### config.mk
export PLATFORM = sky130hd
export DESIGN_NAME = sa_operand_skewer
export DESIGN_NICKNAME = d
export VERILOG_FILES = /design/src/rtl/sa_pkg.sv /design/src/rtl/sa_delay_line.sv /design/src/rtl/sa_operand_skewer.sv
export SDC_FILE = /design/constraint.sdc
export NUM_CORES = 1
export LEC_CHECK = 0
export ABC_CLOCK_PERIOD_IN_PS = 1400
export CORE_ASPECT_RATIO = 1.75
export CORE_MARGIN = 5
export CORE_UTILIZATION = 52
export DETAILED_ROUTE_END_ITERATION = 10
export PLACE_DENSITY = 0.83
export SLEW_MARGIN = 20
export SYNTH_ARGS = -nofsm -noshare
export SYNTH_HDL_FRONTEND = slang
export SYNTH_SLANG_ARGS = --single-unit
export TNS_END_PERCENT = 5
### constraint.sdc
create_clock -name CLK -period 1.4 [get_ports CLK]
set_input_delay 0.28 -clock CLK [delete_from_list [all_inputs] [get_ports CLK]]
set_output_delay 0.28 -clock CLK [all_outputs]
set_load 0.1 [all_outputs]
### src/rtl/sa_pkg.sv
// Shared definitions for the systolic-array operand path: skewer FSM states,
// default array geometry and the zero-drain length helper.
package sa_pkg;

  typedef enum logic [1:0] {
    SKW_IDLE   = 2'd0,
    SKW_STREAM = 2'd1,
    SKW_FLUSH  = 2'd2
  } skw_state_e;

  localparam int unsigned SA_WIDTH = 8;
  localparam int unsigned SA_HPE   = 8;
  localparam int unsigned SA_VPE   = 8;

  // Cycles of zero injection needed to push the last skewed vector through
  // the whole array (longest diagonal of an hpe x vpe grid).
  function automatic int unsigned flush_len(input int unsigned hpe, input int unsigned vpe);
    return hpe + vpe - 1;
  endfunction

endpackage

### src/rtl/sa_delay_line.sv
// Fixed-depth shift chain used for one operand lane of the skewer.
// Ports:
//   clk, rst_n : clock, asynchronous active-low reset
//   din        : value loaded into the head register every cycle
//   dout       : tail register (din delayed by DEPTH cycles)
module sa_delay_line #(
  parameter int unsigned WIDTH = 8,
  parameter int unsigned DEPTH = 1
) (
  input  logic             clk,
  input  logic             rst_n,
  input  logic [WIDTH-1:0] din,
  output logic [WIDTH-1:0] dout
);

  logic [WIDTH-1:0] stage_q [DEPTH];

  // Unconditional shift; the head is index 0.
  always_ff @(posedge clk or negedge rst_n) begin
    if (!rst_n) begin
      for (int unsigned k = 0; k < DEPTH; k++) begin
        stage_q[k] <= '0;
      end
    end else begin
      stage_q[0] <= din;
      for (int unsigned k = 1; k < DEPTH; k++) begin
        stage_q[k] <= stage_q[k-1];
      end
    end
  end

  assign dout = stage_q[DEPTH-1];

endmodule

### src/rtl/sa_operand_skewer.sv
// Operand feeder for the systolic array: accepts one A vector (HPE lanes) and
// one B vector (VPE lanes) per cycle, skews lane i by i+1 register stages,
// and drains the array with FLUSH_LEN zero cycles after the last vector.
// Ports:
//   CLK, RST         : clock, asynchronous active-low reset
//   in_valid/in_ready: input handshake (in_ready decoded from state only)
//   in_last          : marks final vector pair of a frame (on accept)
//   in_a, in_b       : packed lane data, lane i at [i*WIDTH +: WIDTH]
//   AA, BB           : skewed operands to the array
//   busy             : frame in progress (STREAM or FLUSH)
//   frame_done       : one-cycle pulse when the drain completes
//   vec_count        : vectors accepted in current frame (SKEW_STATS_EN only)
// Build option: define SKEW_STATS_EN to add the vec_count port and counter.
module sa_operand_skewer
  import sa_pkg::*;
#(
  parameter int unsigned WIDTH     = SA_WIDTH,
  parameter int unsigned HPE       = SA_HPE,
  parameter int unsigned VPE       = SA_VPE,
  parameter int unsigned FLUSH_LEN = flush_len(HPE, VPE)
) (
  input  logic                 CLK,
  input  logic                 RST,
  input  logic                 in_valid,
  output logic                 in_ready,
  input  logic                 in_last,
  input  logic [WIDTH*HPE-1:0] in_a,
  input  logic [WIDTH*VPE-1:0] in_b,
  output logic [WIDTH*HPE-1:0] AA,
  output logic [WIDTH*VPE-1:0] BB,
  output logic                 busy,
  output logic                 frame_done
`ifdef SKEW_STATS_EN
  ,
  output logic [15:0]          vec_count
`endif
);

  localparam int unsigned CNT_W = $clog2(FLUSH_LEN + 1);

  skw_state_e       state_q, state_d;
  logic [CNT_W-1:0] cnt_q, cnt_d;
  logic             done_d;
  logic             accept;
  logic [WIDTH*HPE-1:0] head_a;
  logic [WIDTH*VPE-1:0] head_b;

  assign in_ready = (state_q != SKW_FLUSH);
  assign busy     = (state_q != SKW_IDLE);
  assign accept   = in_valid & in_ready;

  // Bubbles, stalls and the drain all inject zeros at the chain heads.
  assign head_a = accept ? in_a : '0;
  assign head_b = accept ? in_b : '0;

  // State, drain counter and completion pulse registers.
  always_ff @(posedge CLK or negedge RST) begin
    if (!RST) begin
      state_q    <= SKW_IDLE;
      cnt_q      <= '0;
      frame_done <= 1'b0;
    end else begin
      state_q    <= state_d;
      cnt_q      <= cnt_d;
      frame_done <= done_d;
    end
  end

  // Next-state, drain counter and completion decode.
  always_comb begin
    state_d = state_q;
    cnt_d   = cnt_q;
    done_d  = 1'b0;
    case (state_q)
      SKW_IDLE: begin
        if (accept) begin
          state_d = in_last ? SKW_FLUSH : SKW_STREAM;
          cnt_d   = '0;
        end
      end
      SKW_STREAM: begin
        if (accept && in_last) begin
          state_d = SKW_FLUSH;
          cnt_d   = '0;
        end
      end
      SKW_FLUSH: begin
        if (cnt_q == CNT_W'(FLUSH_LEN - 1)) begin
          state_d = SKW_IDLE;
          cnt_d   = '0;
          done_d  = 1'b1;
        end else begin
          cnt_d = cnt_q + CNT_W'(1);
        end
      end
      default: begin
        state_d = SKW_IDLE;
        cnt_d   = '0;
      end
    endcase
  end

`ifdef SKEW_STATS_EN
  // Per-frame accept counter: restarts at 1 on the first accept of a frame,
  // saturates, and holds through the drain.
  always_ff @(posedge CLK or negedge RST) begin
    if (!RST) begin
      vec_count <= '0;
    end else if (accept) begin
      if (state_q == SKW_IDLE) begin
        vec_count <= 16'd1;
      end else if (vec_count != 16'hFFFF) begin
        vec_count <= vec_count + 16'd1;
      end
    end
  end
`endif

  // A lane i: i+1 stages.
  for (genvar i = 0; i < HPE; i++) begin : g_a_lane
    sa_delay_line #(
      .WIDTH(WIDTH),
      .DEPTH(i + 1)
    ) u_dl (
      .clk  (CLK),
      .rst_n(RST),
      .din  (head_a[i*WIDTH +: WIDTH]),
      .dout (AA[i*WIDTH +: WIDTH])
    );
  end

  // B lane j: j+1 stages.
  for (genvar j = 0; j < VPE; j++) begin : g_b_lane
    sa_delay_line #(
      .WIDTH(WIDTH),
      .DEPTH(j + 1)
    ) u_dl (
      .clk  (CLK),
      .rst_n(RST),
      .din  (head_b[j*WIDTH +: WIDTH]),
      .dout (BB[j*WIDTH +: WIDTH])
    );
  end

endmodule

# Yosys cells after proc, flatten, opt, wreduce, memory -nomap -nowiden
# Cells that the tools add are included.
[totals]
inputBits = 132
reg_bits = 583
elab_cells = 102
[op_classes]
n_reduce_logical = 5
add_sub_neg = 1
bitwise_logic = 1
eq_ne = 7
n_mux = 13
[ops]
columns = ["operator", "count"]
rows = [
  ["64-bit two-way mux", 2],
  ["4-bit two-way mux", 3],
  ["4-bit one-hot mux with 3 select lines", 1],
  ["2-bit two-way mux", 4],
  ["2-bit != test, second input constant", 4],
  ["2-bit one-hot mux with 3 select lines", 1],
  ["4-bit by 1-bit adder with 4-bit output, second input constant", 1],
  ["4-bit == test, second input constant", 1],
  ["3-bit AND reduction", 1],
  ["2-bit by 1-bit == test with 1-bit output, second input constant", 1],
  ["2-bit == test, second input constant", 1],
  ["2-bit zero test", 1],
  ["1-bit two-way mux", 2],
  ["2-bit AND reduction", 1],
  ["2-bit nonzero test", 1],
  ["1-bit bitwise AND", 1],
  ["1-bit logical AND", 1],
]

# Depth between registers and ports, before layout
# Gate-level depths: netlist of the first run.
[depth]
word_depth = 5
depth_mapped = 5
ltp_nobuf = 5

# Hierarchy
# Synthesis of the first run repeated with hierarchy kept, for this count alone.
[hier_totals]
cells_unflattened = 879
hier_area_um2 = 16530.9
[modules_own_cells]
columns = ["module", "cells_each", "n_inst", "area_per_inst_um2"]
rows = [
  ["sa_delay_line at g_a_lane[7].u_dl ...", 72, 2, 1661.6],
  ["sa_delay_line at g_a_lane[6].u_dl ...", 64, 2, 1461.4],
  ["sa_delay_line at g_a_lane[5].u_dl ...", 56, 2, 1261.2],
  ["sa_delay_line at g_a_lane[4].u_dl ...", 48, 2, 1061.0],
  ["sa_delay_line at g_a_lane[3].u_dl ...", 40, 2, 860.8],
  ["sa_delay_line at g_a_lane[2].u_dl ...", 32, 2, 660.6],
  ["sa_operand_skewer", 191, 1, 1276.2],
  ["sa_delay_line at g_a_lane[1].u_dl ...", 24, 2, 460.4],
  ["sa_delay_line at g_a_lane[0].u_dl ...", 8, 2, 200.2],
]

# Worst setup path after synthesis of the first run
# No wires, ideal clock.
[synth_path]
kind = "reg-to-output"
start = "register state_q[1]"
end = "output port in_ready"
stages_incl_launch_ff = 5
required_time_ps = 1120
t_arrival_ps = 1000
path_buffers = 2
slack_ps = 120
cell_sequence = "dfrtp_1 > nor2b_4 > inv_2 > buf_6 > buf_6"
[synth_between]
elab_chain_cells = 1
[synth_rtl]
columns = ["element", "line", "text"]
rows = [
  ["from (decl)", "sa_operand_skewer.sv:41", "skw_state_e state_q, state_d;"],
  ["from (signal assigned)", "sa_operand_skewer.sv:63", "state_q <= state_d;"],
  ["2-bit != test", "sa_operand_skewer.sv:48", "assign in_ready = (state_q != SKW_FLUSH);"],
  ["to (decl)", "sa_operand_skewer.sv:25", "output logic in_ready,"],
]
# No other way between the ends.

# Final worst setup path of the first run
[layout_path]
start = "register state_q[0]"
end = "output port busy"
[layout_between]
elab_chain_cells = 1
[layout_rtl]
columns = ["element", "line", "text"]
rows = [
  ["2-bit nonzero test", "sa_operand_skewer.sv:49", "assign busy = (state_q != SKW_IDLE);"],
  ["to (decl)", "sa_operand_skewer.sv:31", "output logic busy,"],
]
# No other way between the ends.

==> impl_metrics.env, run 1 <==
export IMPL_wl_per_cell_um=19.7
export IMPL_slowest_delay_ps=440
export IMPL_p_int_w=0.0302
export IMPL_synth_top_cells_by_count="dfrtp_1, and3_1, buf_4, clkbuf_1, buf_6"
export IMPL_criticalPathCategory="register to output pin"
export IMPL_dp_cells=1433
export IMPL_busiest_layer="met2"
export IMPL_row_count=86
export IMPL_max_freq_mhz=592
export IMPL_cts_root_buffer="clkbuf_16"
export IMPL_num_io_pins=263
export IMPL_use_met1_pct=19.9
export IMPL_place_area_um2=20500
export IMPL_syn_inst=876
export IMPL_syn_nets=1010
export IMPL_area_growth_pct=32.7
export IMPL_crit_path_top_delay_cell="dfrtp_2"
export IMPL_ant_nets=0
export IMPL_max_slew_margin_rel_pct=70.4
export IMPL_crit_chain="or2_4 -> buf_12"
export IMPL_cts_tree="done"
export IMPL_maxCapViolCount=0
export IMPL_violations="setup timing"
export IMPL_p_comb_share_pct=23.4
export IMPL_die_h_um=246
export IMPL_finalHoldViolations=0
export IMPL_multi_input_area_um2=977
export IMPL_vias=7099
export IMPL_r2r_cells=5
export IMPL_synth_flop_cell="dfrtp_1"
export IMPL_dieArea_um2=35700
export IMPL_clock_latency_ps=560
export IMPL_critPathMaxFanout=4
export IMPL_period_needed_ps=1690
export IMPL_critPathArrivalTime_ps=1410
export IMPL_status="finished, violations left"
export IMPL_synth_top_area_share_pct=87.9
export IMPL_grt_pass1_vias=8402
export IMPL_hold_slack_ps=183
export IMPL_critPathLaunchType="register"
export IMPL_ys_warn_count=0
export IMPL_ir_drop_mv=1.91
export IMPL_clkTransAtPathRegs_ps=60
export IMPL_ys_types=24
export IMPL_final_period_utilization_pct=121
export IMPL_synth_area_um2=16600
export IMPL_yosysTopAreaCell="dfrtp_1"
export IMPL_synth_edf_count=0
export IMPL_p_clk_share_pct=28.6
export IMPL_cts_buffer_depth=3
export IMPL_gr_total_overflow=0
export IMPL_coreArea_um2=31500
export IMPL_io_buffers=262
export IMPL_dp_hpwl_um=19500
export IMPL_yosys_top_cells_area="dfrtp_1, buf_4, and3_1"
export IMPL_setup_viol=83
export IMPL_swShare_pct=31.0
export IMPL_syn_area_per_cell_um2=18.9
export IMPL_worstPathRequired_ps=1120
export IMPL_hold_class="input port to asynchronous set/reset pin"
export IMPL_finalInstanceArea_um2=22000
export IMPL_dr_pass1_iters=4
export IMPL_seqPwrFrac_pct=48.0
export IMPL_gp_congestion=0.780
export IMPL_die_w_um=145
export IMPL_reg2reg_from="state_q[1]"
export IMPL_final_nets=1224
export IMPL_p_leak_nw=11.2
export IMPL_cts_buffers_inserted=46
export IMPL_fin_ws_ps=-288
export IMPL_p_per_area_nw_per_um2=1990
export IMPL_critPathLaunch="state_q[0]"
export IMPL_grt_util_met2_pct=29.6
export IMPL_rsz0062_at_grt="yes"
export IMPL_reg2reg_slack_ps=-20
export IMPL_drive_above_1_share_pct=22.8
export IMPL_yosysMostFrequentCell="dfrtp_1"
export IMPL_drc=0
export IMPL_drt_iter0_markers=311
export IMPL_instances_no_fill=1526
export IMPL_grt_pass1_wl_um=47900
export IMPL_slew_viol_final=0
export IMPL_grt_max_degree=89
export IMPL_cp_end_kind="output pin"
export IMPL_regArea_um2=14600
export IMPL_fin_skew_ps=10.7
export IMPL_vias_per_cell=4.65
export IMPL_gr_usage_all_layers_pct=17.1
export IMPL_ys_seq_area_share_pct=87.9
export IMPL_power_switching_w=0.0136
export IMPL_setup_tns_ps=-1450
export IMPL_totalWireLength_um=30100
export IMPL_tightest_slew_ps=444
export IMPL_grt_antenna_before_repair=5
export IMPL_n_fill_cell=1810
export IMPL_use_met3_pct=4.56
export IMPL_async_flop_share_pct=100
export IMPL_start_util_pct=52.6
export IMPL_synth_seq_cells=583
export IMPL_htreeDepth=2
export IMPL_clock_sinks=583
==> what timing repair did <==
| item | CTS | global route |
|---|---|---|
| endpoints found under the setup margin | 132 | 208 |
| hold endpoints to repair | 298 | 0 |
| buffers inserted | 4 | 0 |
| pin swaps | 1 | 1 |
| gates resized for setup | 5 | 2 |
| hold buffers | 1 | 0 |
==> layer usage <==
layer,vias up,routed length (um),part of all wire [%]
met5,-,0,0
met4,0,1300,4.3
met3,65,1920,6.4
met2,238,16600,55
met1,3690,10200,34
li1,3106,-,-
==> cell type report <==
type | count | area share [%]
antenna | 7 | 0.0796
clock buffer | 66 | 6.07
clock inverter | 15 | 0.614
inverter | 3 | 0.0739
multi-input combinational | 150 | 4.44
sequential | 583 | 66.3
tap | 396 | 2.25
timing repair buffer | 306 | 20.2
==> state kept, by name (all words and copies together), names as in the netlist <==
signal / flops
g_a_lane.u_dl.stage_q: 224
g_b_lane.u_dl.stage_q: 224
g_a_lane.u_dl.dout: 64
g_b_lane.u_dl.dout: 64
cnt_q: 4
state_q: 2
frame_done: 1
==> final timing paths <==
path / to
setup reg to reg: g_b_lane[4].u_dl.stage_q[36]
setup / recovery: busy
hold / removal: g_a_lane[1].u_dl.stage_q[13]
hold reg to reg: g_a_lane[7].u_dl.dout[4]
max in group asynchronous: g_b_lane[3].u_dl.stage_q[14]
min in group CLK: state_q[1]
==> cell families after synthesis <==
group / Yosys count / synth area share, %
AO/OA/AOI/OAI: 6 / 0.279
adder cells (fa/ha/maj): 2 / 0.151
AND/OR/NAND/NOR: 140 / 5.30
multiplexers: 1 / 0.0603
XOR/XNOR: 1 / 0.0528
flip-flops: 583 / 87.9
buffers and inverters: 143 / 6.23
==> power by group through the flow <==
| stage | clock, W | sequential [W] | combinational [W] |
|---|---|---|---|
| after global routing | 0.0136 | 0.0213 | 0.0106 |
| final | 0.0125 | 0.0210 | 0.0103 |
| after CTS | 0.0129 | 0.0211 | 0.0103 |
| after global placement | 0 | 0.0210 | 0.00997 |
| after detailed placement | 0 | 0.0213 | 0.0101 |
| after floorplan | 0 | 0.0211 | 0.00649 |
==> placed cells by master (no fill, tap or decap), drive strengths merged <==
| cell | instances |
|---|---|
| a211o | 1 |
| a21bo | 1 |
| a21oi | 1 |
| and3 | 128 |
| and4b | 1 |
| buf | 176 |
| bufinv | 1 |
| clkbuf | 66 |
| clkdlybuf4s50 | 129 |
| clkinv | 8 |
| clkinvlp | 2 |
| dfrtp | 583 |
| diode | 7 |
| dlygate4sd3 | 1 |
| ha | 2 |
| inv | 7 |
| mux2i | 1 |
| nand2 | 2 |
| nand2b | 1 |
| nand3 | 3 |
| nor2 | 2 |
| nor2b | 1 |
| nor3b | 1 |
| o21ai | 1 |
| o2bb2ai | 2 |
| or2 | 1 |
| xor2 | 1 |
==> critical path, delay by kind of cell, from the launching register on <==
kind,cells,cell delay (ps)
buffers and inverters,1,160
DFF,1,440
and+or+nand+nor,1,250
==> stage by stage <==
step	utilization [%]	setup WS (ps)	power, W
2_1_floorplan	-	120	0.0276
6_report	69.8	-288	0.0438
3_3_place_gp	64.9	-69.6	0.0310
4_1_cts	69.8	-323	0.0442
3_5_place_dp	64.9	-119	0.0314
5_1_grt	69.8	-330	0.0455
Power figures use the tool's default switching activity.
==> run 2: changes to the inputs <==
- SLEW_MARGIN: 20 -> not set
==> results of run 2 <==
No change in the layout: final DEF, timing and power equal those of run 1.
==> run 3: changes to the inputs <==
- CORE_MARGIN: 5 -> 3
- PLACE_DENSITY: 0.83 -> 0.89
==> run 3 against run 2 <==
  * The run still ends with setup timing left
  * Non-clock buffer count shrank 2
  * Critical endpoint unchanged
  * Power up 1.3%
  * Wire length down 0.83%
  * Clock skew up 7.8 ps
  * Final cell count decreased by 0.46%
  * First-iteration DRC count rose by 8.0%
  * Sequential share of layout area down 0.35 points
  * Register-to-register slack got worse by 40 ps
  * Flip-flop and latch count stayed put
  * Largest cell class unchanged
  * Sequential power about the same
  * Critical path depth stayed put
==> impl_metrics.env, run 3 (same netlist as run 1, synthesis figures left out) <==
export IMPL_path_depth=2
export IMPL_mostFrequentLayoutCell="dfrtp_1"
export IMPL_clkTransAtPathRegs_ps=70
export IMPL_r2r_end="g_b_lane[5].u_dl.stage_q[46]"
export IMPL_crit_path_top_delay_cell="dfrtp_1"
export IMPL_clock_latency_ps=550
export IMPL_ant_nets=0
export IMPL_dr_pass1_iters=4
export IMPL_top_regs="g_a_lane.u_dl.stage_q (224), g_b_lane.u_dl.stage_q (224)"
export IMPL_seqPwrFrac_pct=47.4
export IMPL_reg2reg_from="state_q[1]"
export IMPL_gr_usage_all_layers_pct=18.4
export IMPL_cts_buffer_depth=3
export IMPL_critPathLaunchType="register"
export IMPL_dp_hpwl_um=19100
export IMPL_power_switching_w=0.0135
export IMPL_p_per_area_nw_per_um2=2000
export IMPL_p_leak_nw=11.2
export IMPL_reg2reg_slack_ps=-60
export IMPL_dieArea_um2=34200
export IMPL_grt_pass1_wl_um=48000
export IMPL_ir_drop_mv=2.01
export IMPL_cts_buffers_inserted=46
export IMPL_finalHoldViolations=0
export IMPL_p_comb_share_pct=23.3
export IMPL_hold_class="input port to register"
export IMPL_place_ws_ps=-86.7
export IMPL_critical_path_endpoint="busy"
export IMPL_tightest_slew_ps=442
export IMPL_critPathTopFamily="flip-flops"
export IMPL_cts_root_buffer="clkbuf_16"
export IMPL_critPathLaunch="state_q[1]"
export IMPL_path_buf_inv=1
export IMPL_n_fill_cell=1745
export IMPL_r2r_cells=6
export IMPL_min_path_cells=2
export IMPL_gp_congestion=0.805
export IMPL_drive_above_1_share_pct=23.4
export IMPL_die_w_um=141
export IMPL_row_count=85
export IMPL_coreArea_um2=31200
export IMPL_max_slew_margin_rel_pct=70.5
export IMPL_period_needed_ps=1670
export IMPL_start_util_pct=53.2
export IMPL_vias=7075
export IMPL_crit_chain="or2_4 -> buf_12"
export IMPL_fin_skew_ps=18.6
export IMPL_vias_per_cell=4.66
export IMPL_rsz0062_at_grt="yes"
export IMPL_final_period_utilization_pct=120
export IMPL_finalPower_w=0.0443
export IMPL_grt_pass1_vias=8242
export IMPL_status="finished, violations left"
export IMPL_dp_cells=1425
export IMPL_violations="setup timing"
export IMPL_p_int_w=0.0309
export IMPL_grt_antenna_before_repair=7
export IMPL_cp_end_kind="output pin"
export IMPL_slowest_delay_ps=420
export IMPL_swShare_pct=30.4
export IMPL_cts_tree="done"
export IMPL_critPathArrivalTime_ps=1390
export IMPL_wl_per_cell_um=19.7
export IMPL_drc=0
export IMPL_htreeDepth=2
export IMPL_slew_viol_final=0
export IMPL_fin_ws_ps=-275
export IMPL_grt_max_degree=88
export IMPL_setup_viol=137
export IMPL_die_h_um=242
export IMPL_num_io_pins=263
export IMPL_totalWireLength_um=29900
export IMPL_clock_sinks=583
export IMPL_max_freq_mhz=597
export IMPL_criticalPathCategory="register to output pin"
export IMPL_maxCapViolCount=0
export IMPL_layout_common_cells="dfrtp_1, buf_12, clkdlybuf4s50_1"
export IMPL_drt_iter0_markers=336
export IMPL_area_growth_pct=33.4
export IMPL_worstPathRequired_ps=1120
export IMPL_instances_no_fill=1519
export IMPL_io_buffers=262
export IMPL_gr_total_overflow=0
export IMPL_p_clk_share_pct=29.3
export IMPL_critPathMaxFanout=5
export IMPL_final_nets=1222
-- run 3: worst min path at each step --
stage / startpoint / to / slack, ps
2_1_floorplan: RST / cnt_q[0] / -20
3_3_place_gp: RST / g_a_lane[5].u_dl.stage_q[46] / 150
3_5_place_dp: RST / g_a_lane[5].u_dl.stage_q[46] / 150
4_1_cts: in_valid / g_a_lane[0].u_dl.dout[6] / 80
5_1_grt: in_valid / g_a_lane[0].u_dl.dout[0] / 100
6_report: in_valid / g_a_lane[0].u_dl.dout[6] / 120
-- run 3: through the flow --
stage	utilization, %	hold slack, ps	TNS (ps)	cell area (um2)
after CTS	70.7	82.8	-4410	22000
after global routing	71.0	95.7	-15070	22100
after global placement	65.6	152	-67.4	20500
after detailed placement	65.6	152	-161	20500
after floorplan	-	-15.6	0	16600
final	71.0	116	-4060	22100
-- run 3: power groups by stage --
stage | Sequential [W] | Clock (W) | Combinational, W
3_5_place_dp | 0.0213 | 0 | 0.0101
6_report | 0.0210 | 0.0130 | 0.0103
3_3_place_gp | 0.0210 | 0 | 0.00987
4_1_cts | 0.0211 | 0.0134 | 0.0102
2_1_floorplan | 0.0211 | 0 | 0.00649
5_1_grt | 0.0213 | 0.0141 | 0.0107
-- run 3: worst register-to-register path, delay by kind of cell (launching register included) --
family | cells | cell delay, ps
buf+inv | 4 | 480
simple gates | 2 | 460
flops | 1 | 410
-- run 3: layer usage --
layer	up-vias	wire (um)	GRT usage [%]	part of all wire, %
li1	3108	-	-	-
met3	72	1580	4.23	5.3
met1	3668	10500	21.8	35
met5	-	0	0	0
met2	227	16500	31.6	55
met4	0	1280	8.53	4.3
-- run 3: layout make-up --
cell class	count	area [um2]	area share (%)
Clock inverter	16	190	0.859
Multi-Input combinational cell	150	1010	4.56
Inverter	3	13.8	0.0622
Timing Repair Buffer	304	4460	20.2
Sequential cell	583	14600	65.9
Clock buffer	65	1350	6.12
Tap cell	391	489	2.21
Antenna cell	7	17.5	0.0792
-- run 3: repair_timing --
action,4_1_cts,5_1_grt
resized for setup,4,14
pin swaps,1,1
hold buffers,1,0
endpoints found under the hold margin,334,0
endpoints found under the setup margin,137,185
setup buffers,3,2
